$ cat src/rtl/usb3_phy_bringup_seq_if.sv
// Handshake/status bundle between the PHY bring-up sequencer and the top level.
// master = sequencer side, slave = PLL/PHY/LTSSM side.
interface usb3_phy_bringup_seq_if #(
  parameter int STRAP_W = 5
);
  logic               pll_locked;
  logic               phy_pwrpresent;
  logic               warm_reset_req;
  logic               phy_reset_n;
  logic [STRAP_W-1:0] strap_oe;
  logic [STRAP_W-1:0] strap_out;
  logic               local_reset_n;
  logic               ready;
  logic [2:0]         seq_state;
  logic [7:0]         fault_count;

  modport master (
    input  pll_locked,
    input  phy_pwrpresent,
    input  warm_reset_req,
    output phy_reset_n,
    output strap_oe,
    output strap_out,
    output local_reset_n,
    output ready,
    output seq_state,
    output fault_count
  );

  modport slave (
    output pll_locked,
    output phy_pwrpresent,
    output warm_reset_req,
    input  phy_reset_n,
    input  strap_oe,
    input  strap_out,
    input  local_reset_n,
    input  ready,
    input  seq_state,
    input  fault_count
  );
endinterface

$ cat src/rtl/usb3_phy_bringup_seq.sv
// USB3 PIPE PHY power-up/reset/strap sequencer: qualifies PLL lock and
// VBUS, pulses PHY reset, holds straps across release, then frees the core.
module usb3_phy_bringup_seq #(
  parameter int                 STRAP_W           = 5,
  parameter logic [STRAP_W-1:0] STRAP_VALUE       = 5'b00110,
  parameter int                 SYNC_STAGES       = 2,
  parameter int                 DEBOUNCE_CYCLES   = 64,
  parameter int                 RESET_CYCLES      = 150,
  parameter int                 STRAP_HOLD_CYCLES = 8,
  parameter int                 RELEASE_CYCLES    = 4,
  parameter int                 CNT_W             = 16
) (
  input  logic                   local_clk,
  input  logic                   reset_n,
  usb3_phy_bringup_seq_if.master bus
);

  typedef enum logic [2:0] {
    WAIT_GOOD  = 3'd0,
    PHY_RST    = 3'd1,
    STRAP_HOLD = 3'd2,
    RELEASE    = 3'd3,
    RUN        = 3'd4
  } state_t;

  localparam logic [CNT_W-1:0] DEB_LAST =
    CNT_W'(DEBOUNCE_CYCLES - 1);
  localparam logic [CNT_W-1:0] RST_LAST =
    CNT_W'(RESET_CYCLES - 1);
  localparam logic [CNT_W-1:0] HOLD_LAST =
    CNT_W'(STRAP_HOLD_CYCLES - 1);
  localparam logic [CNT_W-1:0] REL_LAST =
    CNT_W'(RELEASE_CYCLES - 1);

  state_t             state;
  logic [CNT_W-1:0]   cnt;
  logic [SYNC_STAGES-1:0] pll_sync;
  logic [SYNC_STAGES-1:0] pwr_sync;
  logic               good;
  logic               lost;

  logic               phy_reset_n_q;
  logic [STRAP_W-1:0] strap_oe_q;
  logic [STRAP_W-1:0] strap_out_q;
  logic               local_reset_n_q;
  logic               ready_q;
  logic [7:0]         fault_q;

  always_ff @(posedge local_clk or negedge reset_n) begin
    if (!reset_n) begin
      pll_sync <= '0;
      pwr_sync <= '0;
    end else begin
      pll_sync <= {pll_sync[SYNC_STAGES-2:0], bus.pll_locked};
      pwr_sync <= {pwr_sync[SYNC_STAGES-2:0], bus.phy_pwrpresent};
    end
  end

  assign good = pll_sync[SYNC_STAGES-1] & pwr_sync[SYNC_STAGES-1];
  // Loss of good while idle in WAIT_GOOD is just debounce, not a fault.
  assign lost = !good && (state != WAIT_GOOD);

  always_ff @(posedge local_clk or negedge reset_n) begin
    if (!reset_n) begin
      state           <= WAIT_GOOD;
      cnt             <= '0;
      phy_reset_n_q   <= 1'b0;
      strap_oe_q      <= '1;
      strap_out_q     <= STRAP_VALUE;
      local_reset_n_q <= 1'b0;
      ready_q         <= 1'b0;
      fault_q         <= 8'd0;
    end else begin
      strap_out_q <= STRAP_VALUE;
      cnt         <= cnt + CNT_W'(1);
      if (lost) begin
        state           <= WAIT_GOOD;
        cnt             <= '0;
        phy_reset_n_q   <= 1'b0;
        strap_oe_q      <= '1;
        local_reset_n_q <= 1'b0;
        ready_q         <= 1'b0;
        if (fault_q != 8'hFF)
          fault_q <= fault_q + 8'd1;
      end else begin
        unique case (state)
          WAIT_GOOD: begin
            if (!good) begin
              cnt <= '0;
            end else if (cnt == DEB_LAST) begin
              state <= PHY_RST;
              cnt   <= '0;
            end
          end
          PHY_RST: begin
            if (cnt == RST_LAST) begin
              state         <= STRAP_HOLD;
              cnt           <= '0;
              phy_reset_n_q <= 1'b1;
            end
          end
          STRAP_HOLD: begin
            if (cnt == HOLD_LAST) begin
              state      <= RELEASE;
              cnt        <= '0;
              strap_oe_q <= '0;
            end
          end
          RELEASE: begin
            if (cnt == REL_LAST) begin
              state           <= RUN;
              cnt             <= '0;
              local_reset_n_q <= 1'b1;
              ready_q         <= 1'b1;
            end
          end
          RUN: begin
            // Warm reset skips debounce: good is already qualified.
            if (bus.warm_reset_req) begin
              state           <= PHY_RST;
              cnt             <= '0;
              phy_reset_n_q   <= 1'b0;
              strap_oe_q      <= '1;
              local_reset_n_q <= 1'b0;
              ready_q         <= 1'b0;
            end
          end
          default: begin
            state           <= WAIT_GOOD;
            cnt             <= '0;
            phy_reset_n_q   <= 1'b0;
            strap_oe_q      <= '1;
            local_reset_n_q <= 1'b0;
            ready_q         <= 1'b0;
          end
        endcase
      end
    end
  end

  assign bus.phy_reset_n   = phy_reset_n_q;
  assign bus.strap_oe      = strap_oe_q;
  assign bus.strap_out     = strap_out_q;
  assign bus.local_reset_n = local_reset_n_q;
  assign bus.ready         = ready_q;
  assign bus.seq_state     = state;
  assign bus.fault_count   = fault_q;

endmodule
$ cat src/flat_wrapper.sv
// flat-port wrapper written by rule: the top's interface ports become plain ports
module usb3_phy_bringup_seq_flat 
#(
  parameter int                 STRAP_W           = 5,
  parameter logic [STRAP_W-1:0] STRAP_VALUE       = 5'b00110,
  parameter int                 SYNC_STAGES       = 2,
  parameter int                 DEBOUNCE_CYCLES   = 64,
  parameter int                 RESET_CYCLES      = 150,
  parameter int                 STRAP_HOLD_CYCLES = 8,
  parameter int                 RELEASE_CYCLES    = 4,
  parameter int                 CNT_W             = 16
)
  (local_clk, reset_n, bus_pll_locked, bus_phy_pwrpresent, bus_warm_reset_req, bus_phy_reset_n, bus_strap_oe, bus_strap_out, bus_local_reset_n, bus_ready, bus_seq_state, bus_fault_count);
  usb3_phy_bringup_seq_if #(.STRAP_W(STRAP_W)) bus_i ();
  input  logic local_clk;
  input  logic reset_n;
  input wire logic [$bits(bus_i.pll_locked)-1:0] bus_pll_locked;
  input wire logic [$bits(bus_i.phy_pwrpresent)-1:0] bus_phy_pwrpresent;
  input wire logic [$bits(bus_i.warm_reset_req)-1:0] bus_warm_reset_req;
  output wire logic [$bits(bus_i.phy_reset_n)-1:0] bus_phy_reset_n;
  output wire logic [$bits(bus_i.strap_oe)-1:0] bus_strap_oe;
  output wire logic [$bits(bus_i.strap_out)-1:0] bus_strap_out;
  output wire logic [$bits(bus_i.local_reset_n)-1:0] bus_local_reset_n;
  output wire logic [$bits(bus_i.ready)-1:0] bus_ready;
  output wire logic [$bits(bus_i.seq_state)-1:0] bus_seq_state;
  output wire logic [$bits(bus_i.fault_count)-1:0] bus_fault_count;
  assign bus_i.pll_locked = bus_pll_locked;
  assign bus_i.phy_pwrpresent = bus_phy_pwrpresent;
  assign bus_i.warm_reset_req = bus_warm_reset_req;
  assign bus_phy_reset_n = bus_i.phy_reset_n;
  assign bus_strap_oe = bus_i.strap_oe;
  assign bus_strap_out = bus_i.strap_out;
  assign bus_local_reset_n = bus_i.local_reset_n;
  assign bus_ready = bus_i.ready;
  assign bus_seq_state = bus_i.seq_state;
  assign bus_fault_count = bus_i.fault_count;
  usb3_phy_bringup_seq #(.STRAP_W(STRAP_W), .STRAP_VALUE(STRAP_VALUE), .SYNC_STAGES(SYNC_STAGES), .DEBOUNCE_CYCLES(DEBOUNCE_CYCLES), .RESET_CYCLES(RESET_CYCLES), .STRAP_HOLD_CYCLES(STRAP_HOLD_CYCLES), .RELEASE_CYCLES(RELEASE_CYCLES), .CNT_W(CNT_W)) u_core (.local_clk(local_clk), .reset_n(reset_n), .bus(bus_i));
endmodule
$ cat config.mk
export PLATFORM = sky130hd
export DESIGN_NAME = usb3_phy_bringup_seq_flat
export DESIGN_NICKNAME = d
export VERILOG_FILES = /design/src/rtl/usb3_phy_bringup_seq_if.sv /design/src/rtl/usb3_phy_bringup_seq.sv /design/src/flat_wrapper.sv
export SDC_FILE = /design/constraint.sdc
export NUM_CORES = 1
export LEC_CHECK = 0
export CAP_MARGIN = 15
export CORE_ASPECT_RATIO = 0.6
export CORE_MARGIN = 3
export CORE_UTILIZATION = 54
export CTS_CLUSTER_SIZE = 14
export DETAILED_ROUTE_END_ITERATION = 16
export GPL_ROUTABILITY_DRIVEN = 0
export PLACE_DENSITY_LB_ADDON = 0.05
export SLEW_MARGIN = 20
export SYNTH_ARGS = -nofsm -noshare
export SYNTH_HDL_FRONTEND = slang
export SYNTH_SLANG_ARGS = --single-unit
$ cat constraint.sdc
create_clock -name local_clk -period 2.65 [get_ports local_clk]
set_clock_uncertainty 0.1 [all_clocks]
set_input_delay 0.53 -clock local_clk [delete_from_list [all_inputs] [get_ports local_clk]]
set_output_delay 0.53 -clock local_clk [all_outputs]
set_load 0.01 [all_outputs]
* Yosys cells after proc, flatten, opt, wreduce, memory -nomap -nowiden
Cells that the tools add are included.
** Storage, ports and cells
- Register bits :: 38
- Output and inout port bits :: 24
** Cells by class
- $add $sub $neg :: 2
- Eq/ne operators :: 18
- Mux-type cells :: 27
- Bitwise gates (word level) :: 1
- Reductions and logical operators :: 12
** Operators by type and width (number)
- $mux 16 :: 7
- $pmux 16 s5 :: 1
- $mux 3 :: 7
- $add 16x1->16 const B :: 1
- $eq 16x2->1 const B :: 1
- $eq 16x3->1 const B :: 1
- $eq 16x6->1 const B :: 1
- $eq 16x8->1 const B :: 1
- $mux 5 :: 3
- $ne 3x1->1 const B :: 5
- $pmux 3 s5 :: 1
- $pmux 5 s3 :: 1
- $reduce_and 3->1 :: 3
- $reduce_or 3->1 :: 3
- $add 8x1->8 const B :: 1
- $ne 8x8->1 const B :: 1
- $eq 3x2->1 const B :: 2
- $ne 2x1->1 const B :: 3
- $pmux 1 s3 :: 2
- $reduce_and 6->1 :: 1
- $mux 1 :: 5
- $eq 3x1->1 const B :: 1
- $eq 3x3->1 const B :: 1
- $logic_not 3->1 :: 1
- 6 further kinds :: 6

* Logic depth before layout (Yosys ltp)
Gate-level depths: netlist of the first run.
- Depth in word-level cells :: 5
- Gate-level depth with buffers :: 8
- Mapped depth without buffers :: 7

* Worst setup path before layout of the first run
OpenSTA, ideal clock, no wires.
- Kind :: reg-to-reg
- Start point :: reg u_core.cnt[0]
- End point :: reg u_core.state[0] (netlist: u_core.bus.seq_state[0])
- Setup time :: 94 ps
- Arrival time :: 1928 ps
- Setup slack :: 528 ps
- Cell stages (with the launch flop) :: 7
- Path through :: dfrtp_1 > ha_1 > inv_1 > or4b_1 > o221a_1 > or2_1 > a211oi_1
** Between the ends
- Longest elaborated chain between the ends :: 3
- Elaborated cells on any way between the ends :: 9
- Classes of those cells :: eq/ne (8); reduce/logical (1)
** RTL lines
- from (decl) :: RTL line usb3_phy_bringup_seq.sv:36 : logic [CNT_W-1:0] cnt;
- from (signal assigned) :: RTL line usb3_phy_bringup_seq.sv:75 : cnt <= cnt + CNT_W'(1);
- $eq 16x3->1 (tied with other cells) :: RTL line usb3_phy_bringup_seq.sv:103 : if (cnt == HOLD_LAST) begin
- $ne 3x1->1 (no line)
- $reduce_and 6->1 (no line) (*)
- to (signal assigned) :: RTL line usb3_phy_bringup_seq.sv:104 : state <= RELEASE;
- to (signal assigned) :: RTL line usb3_phy_bringup_seq.sv:111 : state <= RUN;
- to (signal assigned) :: RTL line usb3_phy_bringup_seq.sv:120 : state <= PHY_RST;
- to (decl) :: RTL line usb3_phy_bringup_seq.sv:35 : state_t state;
Every way passes the cells marked *; elsewhere a longest branch is shown, timed or not.
A chain may end at the register's enable or synchronous reset.

* Worst setup path after layout of the first run
- Start point :: reg u_core.cnt[0]
- End point :: reg u_core.state[1] (netlist: u_core.bus.seq_state[1])
The elaborated chain is that of the path after synthesis.

==> results of run 1 <==
[power breakdown]
part	internal, mW	switching, mW	leakage [nW]
registers	0.523	0.00282	0.456
logic	0.0113	0.0253	0.357
clock network	0.301	0.183	0.0573
total	0.835	0.211	0.871
[routing by layer]
| metal | vias to the layer above | global-route usage (%) | routed length (um) |
|---|---|---|---|
| met5 | - | 0 | 0 |
| met4 | 0 | 7.61 | 24 |
| met3 | 3 | 5.18 | 265 |
| met2 | 51 | 31.4 | 1750 |
| met1 | 740 | 30.5 | 2000 |
| li1 | 720 | - | - |
[sequential cells by signal (all words and copies together) (netlist names)]
name and cells:
u_core.cnt 16, u_core.bus.local_reset_n 1, u_core.bus.seq_state 3, u_core.pwr_sync 2, u_core.bus.phy_reset_n 1, u_core.pll_sync 2, u_core.bus.strap_oe 1, u_core.bus.fault_count 8
[metrics by stage]
step           utilization (%)  cell area [sq um]  hold slack (ps)  cells
2_1_floorplan                -               1950              134    197
3_3_place_gp              63.4               2120              237    250
3_5_place_dp              63.4               2120              240    250
4_1_cts                   66.7               2230              255    257
5_1_grt                   66.7               2230              273    257
6_report                  66.7               2230              256    257
[cells by family (layout without fill, tap and decap cells)]
family,after synthesis,after routing
AND/OR/NAND/NOR,68,68
AO/OA/AOI/OAI,40,40
flip-flops,34,34
buffers and inverters,26,41
XOR/XNOR,20,20
adder cells (fa/ha/maj),3,3
other,2,5
multiplexers,1,1
[worst max-delay path by stage]
stage | from | to | slack, ps
floorplan | u_core.cnt[0]$_DFF_PN0_ | u_core.bus.seq_state[0]$_DFFE_PN0P_ | 530
global placement | bus_warm_reset_req | u_core.bus.seq_state[0]$_DFFE_PN0P_ | 130
detailed placement | bus_warm_reset_req | u_core.bus.seq_state[1]$_DFFE_PN0P_ | 80
CTS | u_core.cnt[0]$_DFF_PN0_ | u_core.bus.seq_state[1]$_DFFE_PN0P_ | 270
global route | u_core.cnt[0]$_DFF_PN0_ | u_core.bus.seq_state[1]$_DFFE_PN0P_ | 130
finish | u_core.cnt[0]$_DFF_PN0_ | u_core.bus.seq_state[1]$_DFFE_PN0P_ | 270
[cell type report]
class | instances | area, sq um
clock buffer | 6 | 82.6
tap | 45 | 56.3
fill | 248 | 1110
sequential | 34 | 852
multi-input combinational | 137 | 923
clock inverter | 1 | 30.0
timing repair buffer | 27 | 260
inverter | 7 | 26.3
[synth_stat cells, types with 2 or more instances]
cell      instances
a211oi_1         16
a21o_1            3
a21oi_1           5
and2_1            2
and4_1            2
buf_4            10
buf_6             4
clkbuf_1          3
conb_1            2
dfrtp_1          33
ha_1              3
inv_1             7
nand2_1          14
nand3_1          10
nand4_1           7
nor2_1           11
nor3_1            9
nor4_1            2
o211ai_1          2
o21ai_0           3
or3_1             2
xnor2_1           9
xor2_1           11
==> results.sh, run 1 <==
export IMPL_run_status="completed"
export IMPL_num_io_pins=29
export IMPL_routed_wl_um=4050
export IMPL_r2r_end="u_core.bus.seq_state[1]$_DFFE_PN0P_"
export IMPL_fp_dieW_um=83.4
export IMPL_post_synth_inst_count=194
export IMPL_nets=220
export IMPL_ys_flop_type="dfrtp_1"
export IMPL_postCtsResizedCells=0
export IMPL_synth_mux_area_share_pct=0.580
export IMPL_clockBufferDepth=2
export IMPL_critPathTopFamily="simple AND/OR/NAND/NOR gates"
export IMPL_hp_start="u_core.pll_sync[0]$_DFF_PN0_"
export IMPL_hold_depth=0
export IMPL_hold_viol=0
export IMPL_areaGrowthSynthToFinish_pct=15.0
export IMPL_clk_pin_slew_ps=70
export IMPL_vias=1514
export IMPL_grt_max_degree=35
export IMPL_syn_area_sq_um=1940
export IMPL_start_kind="flop"
export IMPL_crit_slowest_cell="or4b_1"
export IMPL_synthSimpleGateAreaFrac_pct=19.8
export IMPL_die_h_um=52.4
export IMPL_io_buffers=23
export IMPL_ys_ff_latch=34
export IMPL_yosys_area_top_type="dfrtp_1"
export IMPL_ant_nets=0
export IMPL_path_depth=6
export IMPL_grt_overflow=0
export IMPL_cts_buffers=5
export IMPL_hold_class="reg -> reg"
export IMPL_dp_hpwl_um=2920
export IMPL_htree_levels=2
export IMPL_r2r_start="u_core.cnt[0]$_DFF_PN0_"
export IMPL_antenna_found_initial=0
export IMPL_peakVddDrop_mv=0.322
export IMPL_p_leak_nw=0.871
export IMPL_post_synth_cell_area_avg_sq_um=10.0
export IMPL_min_to="u_core.pll_sync[1]$_DFF_PN0_"
export IMPL_layout_commonest_cell="dfrtp_1"
export IMPL_max_freq_mhz=421
export IMPL_critPathBufInv=1
export IMPL_synth_xor_area_share_pct=9.03
export IMPL_period_share_pct=89.6
export IMPL_crit_path_cell_trace="ha_1 > inv_1 > or4b_1 > o221a_1 > or2_1 > o32ai_1"
export IMPL_cts_hold_buf=0
export IMPL_synth_warnings=0
export IMPL_clkSinkCount=34
export IMPL_cts_root_buf="clkbuf_8"
export IMPL_final_cell_mix="dfrtp_1, clkdlybuf4s50_1, a211oi_1, nand2_1"
export IMPL_grt_pass1_wl_um=7160
export IMPL_r2r_slack_ps=270
export IMPL_tightest_slew_ps=577
export IMPL_critPathKind="reg -> reg"
export IMPL_synthAdderAreaFrac_pct=1.93
export IMPL_finalWorstSetupSlack_ps=275
export IMPL_rows=16
export IMPL_postCtsSetupBuffers=0
export IMPL_drv_cap=0
export IMPL_ys_seq_area_share_pct=43.9
export IMPL_synth_area_leaders="dfrtp_1, a211oi_1, xor2_1"
export IMPL_synth_compound_gate_area_share_pct=15.3
export IMPL_pre_cts_slack_ps=78.9
export IMPL_synth_cell_types=47
export IMPL_vias_per_cell=5.89
export IMPL_async_reset_ff_share_pct=100
export IMPL_start_util_pct=58.0
export IMPL_cp_arrival_ps=2460
export IMPL_diodes=0
export IMPL_rsz0062_at_grt="false"
export IMPL_core_area_sq_um=3340
export IMPL_wl_per_cell_um=15.8
export IMPL_drive_gt1_share_pct=10.4
export IMPL_reg2reg_depth=6
export IMPL_drtPass1Iterations=4
export IMPL_synth_top_family_by_area="simple AND/OR/NAND/NOR gates"
export IMPL_setup_viol=0
export IMPL_clk_latency_ps=280
export IMPL_cts_tree="done"
export IMPL_die_area_sq_um=4370
export IMPL_max_stage_delay_ps=510
export IMPL_netlist_area_leader_share_pct=42.6
export IMPL_remaining_drc_errors=0
export IMPL_synth_edf_count=0
export IMPL_cp_required_ps=2730
export IMPL_tns_ps=0
export IMPL_grt_pass1_vias=1435
export IMPL_power_density_nw_per_um2=469
export IMPL_end_kind="flop"
export IMPL_initialDrtViolationCount=95
export IMPL_slew_viol_final=0
export IMPL_relSlewSlack_pct=61.6
export IMPL_period_needed_ps=2380
export IMPL_worstPathMaxFanout=6
export IMPL_power_total_mw=1.05
export IMPL_grt_total_usage_pct=21.3
Note: power is estimated with default switching activity, not from simulation.
==> run 2: changes to the inputs <==
--- a/config.mk
+++ b/config.mk
@@ -6,7 +6,6 @@
 export NUM_CORES = 1
 export LEC_CHECK = 0
 export CAP_MARGIN = 15
-export CORE_ASPECT_RATIO = 0.6
 export CORE_MARGIN = 3
 export CORE_UTILIZATION = 54
 export CTS_CLUSTER_SIZE = 14
==> run 2 against run 1 <==
Against the previous run: largest power group unchanged; total power down 18%; critical endpoint is now u_core.cnt[13]$_DFF_PN0_; count of clock-buffer cells in the layout is the same; final area decreased by 3.1%; global-route usage fell by 2.2 points; first-iteration DRC count increased by 14%; highest routed layer unchanged; register-to-register slack better by 30 ps.
==> results.sh, run 2 (same netlist as run 1, synthesis figures left out) <==
export IMPL_drtPass1Iterations=4
export IMPL_rows=21
export IMPL_fp_dieW_um=65.9
export IMPL_crit_start="u_core.cnt[10]$_DFF_PN0_"
export IMPL_p_leak_nw=0.834
export IMPL_die_h_um=65.9
export IMPL_grt_pass1_vias=1440
export IMPL_die_area_sq_um=4350
export IMPL_critPathBufInv=0
export IMPL_worstPathMaxFanout=16
export IMPL_peakVddDrop_mv=0.285
export IMPL_use_met1_pct=23.7
export IMPL_critPathTopFamily="simple AND/OR/NAND/NOR gates"
export IMPL_tns_ps=0
export IMPL_cts_tree="done"
export IMPL_multi_input_area_sq_um=923
export IMPL_cts_root_buf="clkbuf_4"
export IMPL_layout_commonest_cell="dfrtp_1"
export IMPL_crit_path_cell_trace="nor4_2 > nand3_1 > o311ai_1 > and2_1 > a211oi_1"
export IMPL_crit_slowest_cell="and2_1"
export IMPL_cp_arrival_ps=2440
export IMPL_grt_total_usage_pct=19.1
export IMPL_cts_buffers=5
export IMPL_hold_viol=0
export IMPL_period_share_pct=88.5
export IMPL_cp_required_ps=2740
export IMPL_grt_busiest_layer="met2"
export IMPL_r2r_start="u_core.cnt[10]$_DFF_PN0_"
export IMPL_final_cell_mix="dfrtp_1, clkdlybuf4s50_1, a211oi_1, nand2_1"
export IMPL_initialDrtViolationCount=108
export IMPL_ff_latch_area_sq_um=852
export IMPL_end_kind="flop"
export IMPL_grt_overflow=0
export IMPL_antenna_found_initial=0
export IMPL_routed_wl_um=3630
export IMPL_vias_per_cell=5.75
export IMPL_max_freq_mhz=427
export IMPL_diodes=0
export IMPL_critPathKind="reg -> reg"
export IMPL_wl_per_cell_um=14.2
export IMPL_use_met2_pct=31.3
export IMPL_hp_start="u_core.pll_sync[0]$_DFF_PN0_"
export IMPL_ant_nets=0
export IMPL_largest_register="u_core.cnt"
export IMPL_num_io_pins=29
export IMPL_vias=1472
export IMPL_remaining_drc_errors=0
export IMPL_io_buffers=23
export IMPL_dp_hpwl_um=2610
export IMPL_postCtsSetupBuffers=0
export IMPL_start_util_pct=57.3
export IMPL_run_status="completed"
export IMPL_clkSinkCount=34
export IMPL_cts_hold_buf=0
export IMPL_worst_hold_slack_ps=262
export IMPL_grt_pass1_wl_um=6380
export IMPL_grt_max_degree=35
export IMPL_largest_register_ffs=16
export IMPL_hold_class="reg -> reg"
export IMPL_max_stage_delay_ps=550
export IMPL_clockBufferDepth=2
export IMPL_drv_cap=0
export IMPL_start_kind="flop"
export IMPL_htree_levels=2
export IMPL_grtUsageMet3_pct=5.44
export IMPL_postCtsResizedCells=0
export IMPL_relSlewSlack_pct=60.2
export IMPL_drive_gt1_share_pct=9.52
export IMPL_clk_latency_ps=340
export IMPL_rsz0062_at_grt="false"
export IMPL_period_needed_ps=2340
export IMPL_nets=217
export IMPL_tightest_slew_ps=596
export IMPL_slew_viol_final=0
export IMPL_fillers=273
export IMPL_power_density_nw_per_um2=399
export IMPL_setup_viol=0
export IMPL_areaGrowthSynthToFinish_pct=11.3
export IMPL_clk_pin_slew_ps=100
export IMPL_core_area_sq_um=3390
-- run 2: power by group --
group	internal [mW]	switching [mW]
sequential	0.523	0.00275
clock	0.127	0.175
combinational	0.0101	0.0240
total	0.661	0.201
-- run 2: final cells by class --
cell class / instances / area share [%]
tap: 46 / 2.66
clock buffer: 6 / 2.37
sequential: 34 / 39.4
inverter: 7 / 1.22
timing repair buffer: 24 / 11.0
clock inverter: 2 / 0.579
multi-input combinational: 137 / 42.7
-- run 2: worst paths after layout --
| path | slack, ps | end | cells past startpoint |
|---|---|---|---|
| setup / recovery | 310 | u_core.cnt[13]$_DFF_PN0_ | 5 |
| hold / removal | 260 | u_core.pll_sync[1]$_DFF_PN0_ | 0 |
| setup reg to reg | 310 | u_core.cnt[13]$_DFF_PN0_ | 5 |
| hold reg to reg | 260 | u_core.pll_sync[1]$_DFF_PN0_ | 0 |
| max in group asynchronous | 1650 | u_core.bus.strap_oe[3]$_DFFE_PN1P_ | 2 |
| min in group asynchronous | 480 | u_core.bus.phy_reset_n$_DFFE_PN0P_ | 2 |
-- run 2: metrics by stage --
stage	setup slack (ps)	cells	util [%]	power (mW)	instance area, sq um
floorplan	528	197	-	0.556	1950
global placement	140	248	61.9	0.570	2100
detailed placement	58.1	248	61.9	0.571	2100
CTS	299	256	63.8	0.879	2160
global route	125	256	63.8	0.907	2160
finish	306	256	63.8	0.862	2160
-- run 2: layer usage --
| metal | share of wire (%) | wire (um) |
|---|---|---|
| met1 | 46 | 1680 |
| met2 | 48 | 1740 |
| met3 | 4.1 | 147 |
| met4 | 1.7 | 61 |
| met5 | 0 | 0 |
==> run 3: changes to the inputs <==
--- a/config.mk
+++ b/config.mk
@@ -5,6 +5,7 @@
 export SDC_FILE = /design/constraint.sdc
 export NUM_CORES = 1
 export LEC_CHECK = 0
+export ABC_AREA = 1
 export CAP_MARGIN = 15
 export CORE_MARGIN = 3
 export CORE_UTILIZATION = 54
==> run 3 against run 2 <==
Against the previous run: first-iteration DRC count grew 12%; final area grew 10%; fmax grew 16%; critical path depth is 4 lower; clock power increased by 30%; count of clock-buffer cells in the layout is the same; sequential power is 38% higher; largest power group is now combinational cells.
==> results.sh, run 3 <==
export IMPL_io_buffers=23
export IMPL_synth_cell_types=29
export IMPL_areaGrowthSynthToFinish_pct=14.6
export IMPL_num_io_pins=29
export IMPL_die_area_sq_um=4630
export IMPL_routed_wl_um=4130
export IMPL_synth_compound_gate_area_share_pct=4.21
export IMPL_remaining_drc_errors=0
export IMPL_synthSimpleGateAreaFrac_pct=33.9
export IMPL_async_reset_ff_share_pct=100
export IMPL_crit_slowest_cell="dfstp_2"
export IMPL_worst_hold_slack_ps=252
export IMPL_grt_overflow=0
export IMPL_placed_area_sq_um=2290
export IMPL_fillers=321
export IMPL_netlist_area_leader_share_pct=39.7
export IMPL_clkSinkCount=34
export IMPL_ys_ff_latch=34
export IMPL_hold_class="reg -> reg"
export IMPL_core_area_sq_um=3520
export IMPL_cts_root_buf="clkbuf_8"
export IMPL_period_needed_ps=2020
export IMPL_initialDrtViolationCount=121
export IMPL_start_kind="flop"
export IMPL_final_area_sq_um=2380
export IMPL_synth_mux_area_share_pct=1.08
export IMPL_yosysMostFrequentCell="nand2_1"
export IMPL_rows=21
export IMPL_run_status="completed"
export IMPL_clockBufferDepth=2
export IMPL_fin_util_pct=67.7
export IMPL_postCtsSetupBuffers=0
export IMPL_power_total_mw=2.00
export IMPL_hold_depth=0
export IMPL_worstPathMaxFanout=6
export IMPL_dp_hpwl_um=3120
export IMPL_ys_seq_area_share_pct=41.0
export IMPL_crit_path_cell_trace="clkdlybuf4s50_1"
export IMPL_final_cell_mix="nand2_1, nor2_1, inv_1, dfrtp_1, nand3_1"
export IMPL_critPathBufInv=1
export IMPL_largest_register_ffs=16
export IMPL_cts_buffers=5
export IMPL_slew_viol_final=0
export IMPL_layout_commonest_cell="nand2_1"
export IMPL_antenna_found_initial=0
export IMPL_drv_cap=0
export IMPL_p_leak_nw=1.14
export IMPL_synth_xor_area_share_pct=6.31
export IMPL_vias=1782
export IMPL_cp_arrival_ps=1390
export IMPL_hold_viol=0
export IMPL_final_cell_count_no_fill=341
export IMPL_critPathTopFamily="flip-flops"
export IMPL_synth_area_leaders="dfrtp_1, nand2_1, nor2_1"
export IMPL_start_util_pct=59.1
export IMPL_clk_latency_ps=290
export IMPL_power_density_nw_per_um2=839
export IMPL_multi_input_area_sq_um=1000
export IMPL_period_share_pct=76.2
export IMPL_fp_dieW_um=68.1
export IMPL_diodes=0
export IMPL_nets=302
export IMPL_grt_pass1_wl_um=6830
export IMPL_die_h_um=68.1
export IMPL_ys_top_cells_by_count="nand2_1, nor2_1, inv_1"
export IMPL_cp_required_ps=2020
export IMPL_dpl_cell_count=333
export IMPL_path_depth=1
export IMPL_setup_viol=0
export IMPL_reg2reg_depth=8
export IMPL_syn_area_sq_um=2080
export IMPL_finalWorstSetupSlack_ps=630
export IMPL_synthAdderAreaFrac_pct=1.80
export IMPL_post_synth_cell_area_avg_sq_um=7.65
export IMPL_postCtsResizedCells=0
export IMPL_htree_levels=2
export IMPL_synth_warnings=0
export IMPL_grt_max_degree=35
export IMPL_post_synth_inst_count=272
export IMPL_synth_edf_count=0
export IMPL_grt_pass1_vias=1569
export IMPL_peakVddDrop_mv=0.520
export IMPL_largest_register="u_core.cnt"
export IMPL_clk_pin_slew_ps=70
export IMPL_drtPass1Iterations=4
export IMPL_wl_per_cell_um=12.1
export IMPL_max_freq_mhz=495
export IMPL_tns_ps=0
export IMPL_ff_latch_area_sq_um=852
export IMPL_drive_gt1_share_pct=9.83
export IMPL_cts_tree="done"
export IMPL_pre_cts_slack_ps=722
export IMPL_rsz0062_at_grt="false"
export IMPL_synth_top_family_by_area="simple AND/OR/NAND/NOR gates"
export IMPL_vias_per_cell=5.23
export IMPL_ant_nets=0
export IMPL_cts_hold_buf=0
export IMPL_max_stage_delay_ps=560
export IMPL_grt_total_usage_pct=20.1
export IMPL_ys_flop_type="dfrtp_1"
export IMPL_yosys_area_top_type="dfrtp_1"
export IMPL_end_kind="output pin"
export IMPL_critPathKind="reg -> out"
## run 3: cell count changes in the layout (fill, tap and decap cells not counted), sizes merged, moves of 3 or more
cell,before,now
a211oi,16,0
a21o,3,0
a21oi,5,2
and2,3,0
inv,7,37
nand2,14,62
nand3,10,28
nand4,7,4
nor2,12,41
nor3,9,17
nor4,4,0
o21ai,4,7
xnor2,9,2
## run 3: where the power goes
part           switching, mW  internal [mW]  leakage, nW
Sequential             0.108          0.618        0.448
Clock                  0.185          0.208       0.0472
Combinational          0.513          0.367        0.643
## run 3: cell type report
class | count | share of cell area [%]
inverter | 37 | 5.82
timing repair buffer | 24 | 9.97
clock buffer | 6 | 3.46
clock inverter | 2 | 0.525
tap | 46 | 2.41
sequential | 34 | 35.7
multi-input combinational | 192 | 42.1
## run 3: routing by layer
layer  vias up  part of all wire, %  routed length, um  GRT usage [%]
met2        71                   46               1920           32.6
met4         0                  1.5                 62           9.68
li1        889                    -                  -              -
met1       816                   46               1890           25.1
met3         6                  6.2                257           4.93
met5         -                    0                  0              0
## run 3: worst paths after layout
check	start	to	slack, ps
max in group asynchronous	reset_n	u_core.bus.strap_oe[3]$_DFFE_PN1P_	1560
hold reg to reg	u_core.pll_sync[0]$_DFF_PN0_	u_core.pll_sync[1]$_DFF_PN0_	250
setup / recovery	u_core.bus.strap_oe[3]$_DFFE_PN1P_	bus_strap_oe[0]	630
min in group asynchronous	reset_n	u_core.cnt[12]$_DFF_PN0_	550
hold / removal	u_core.pll_sync[0]$_DFF_PN0_	u_core.pll_sync[1]$_DFF_PN0_	250
setup reg to reg	u_core.cnt[0]$_DFF_PN0_	u_core.cnt[15]$_DFF_PN0_	800
## run 3: logic make-up (layout without fill, tap and decap cells)
kind of cell               Yosys count  in the layout
and+or+nand+nor                    154            154
muxes                                2              2
DFF                                 34             34
xor gates and xnor gates            15             15
other                                2              5
buffers and inverters               49             69
adders and majority gates            3              3
AOI/OAI and AO/OA                   13             13
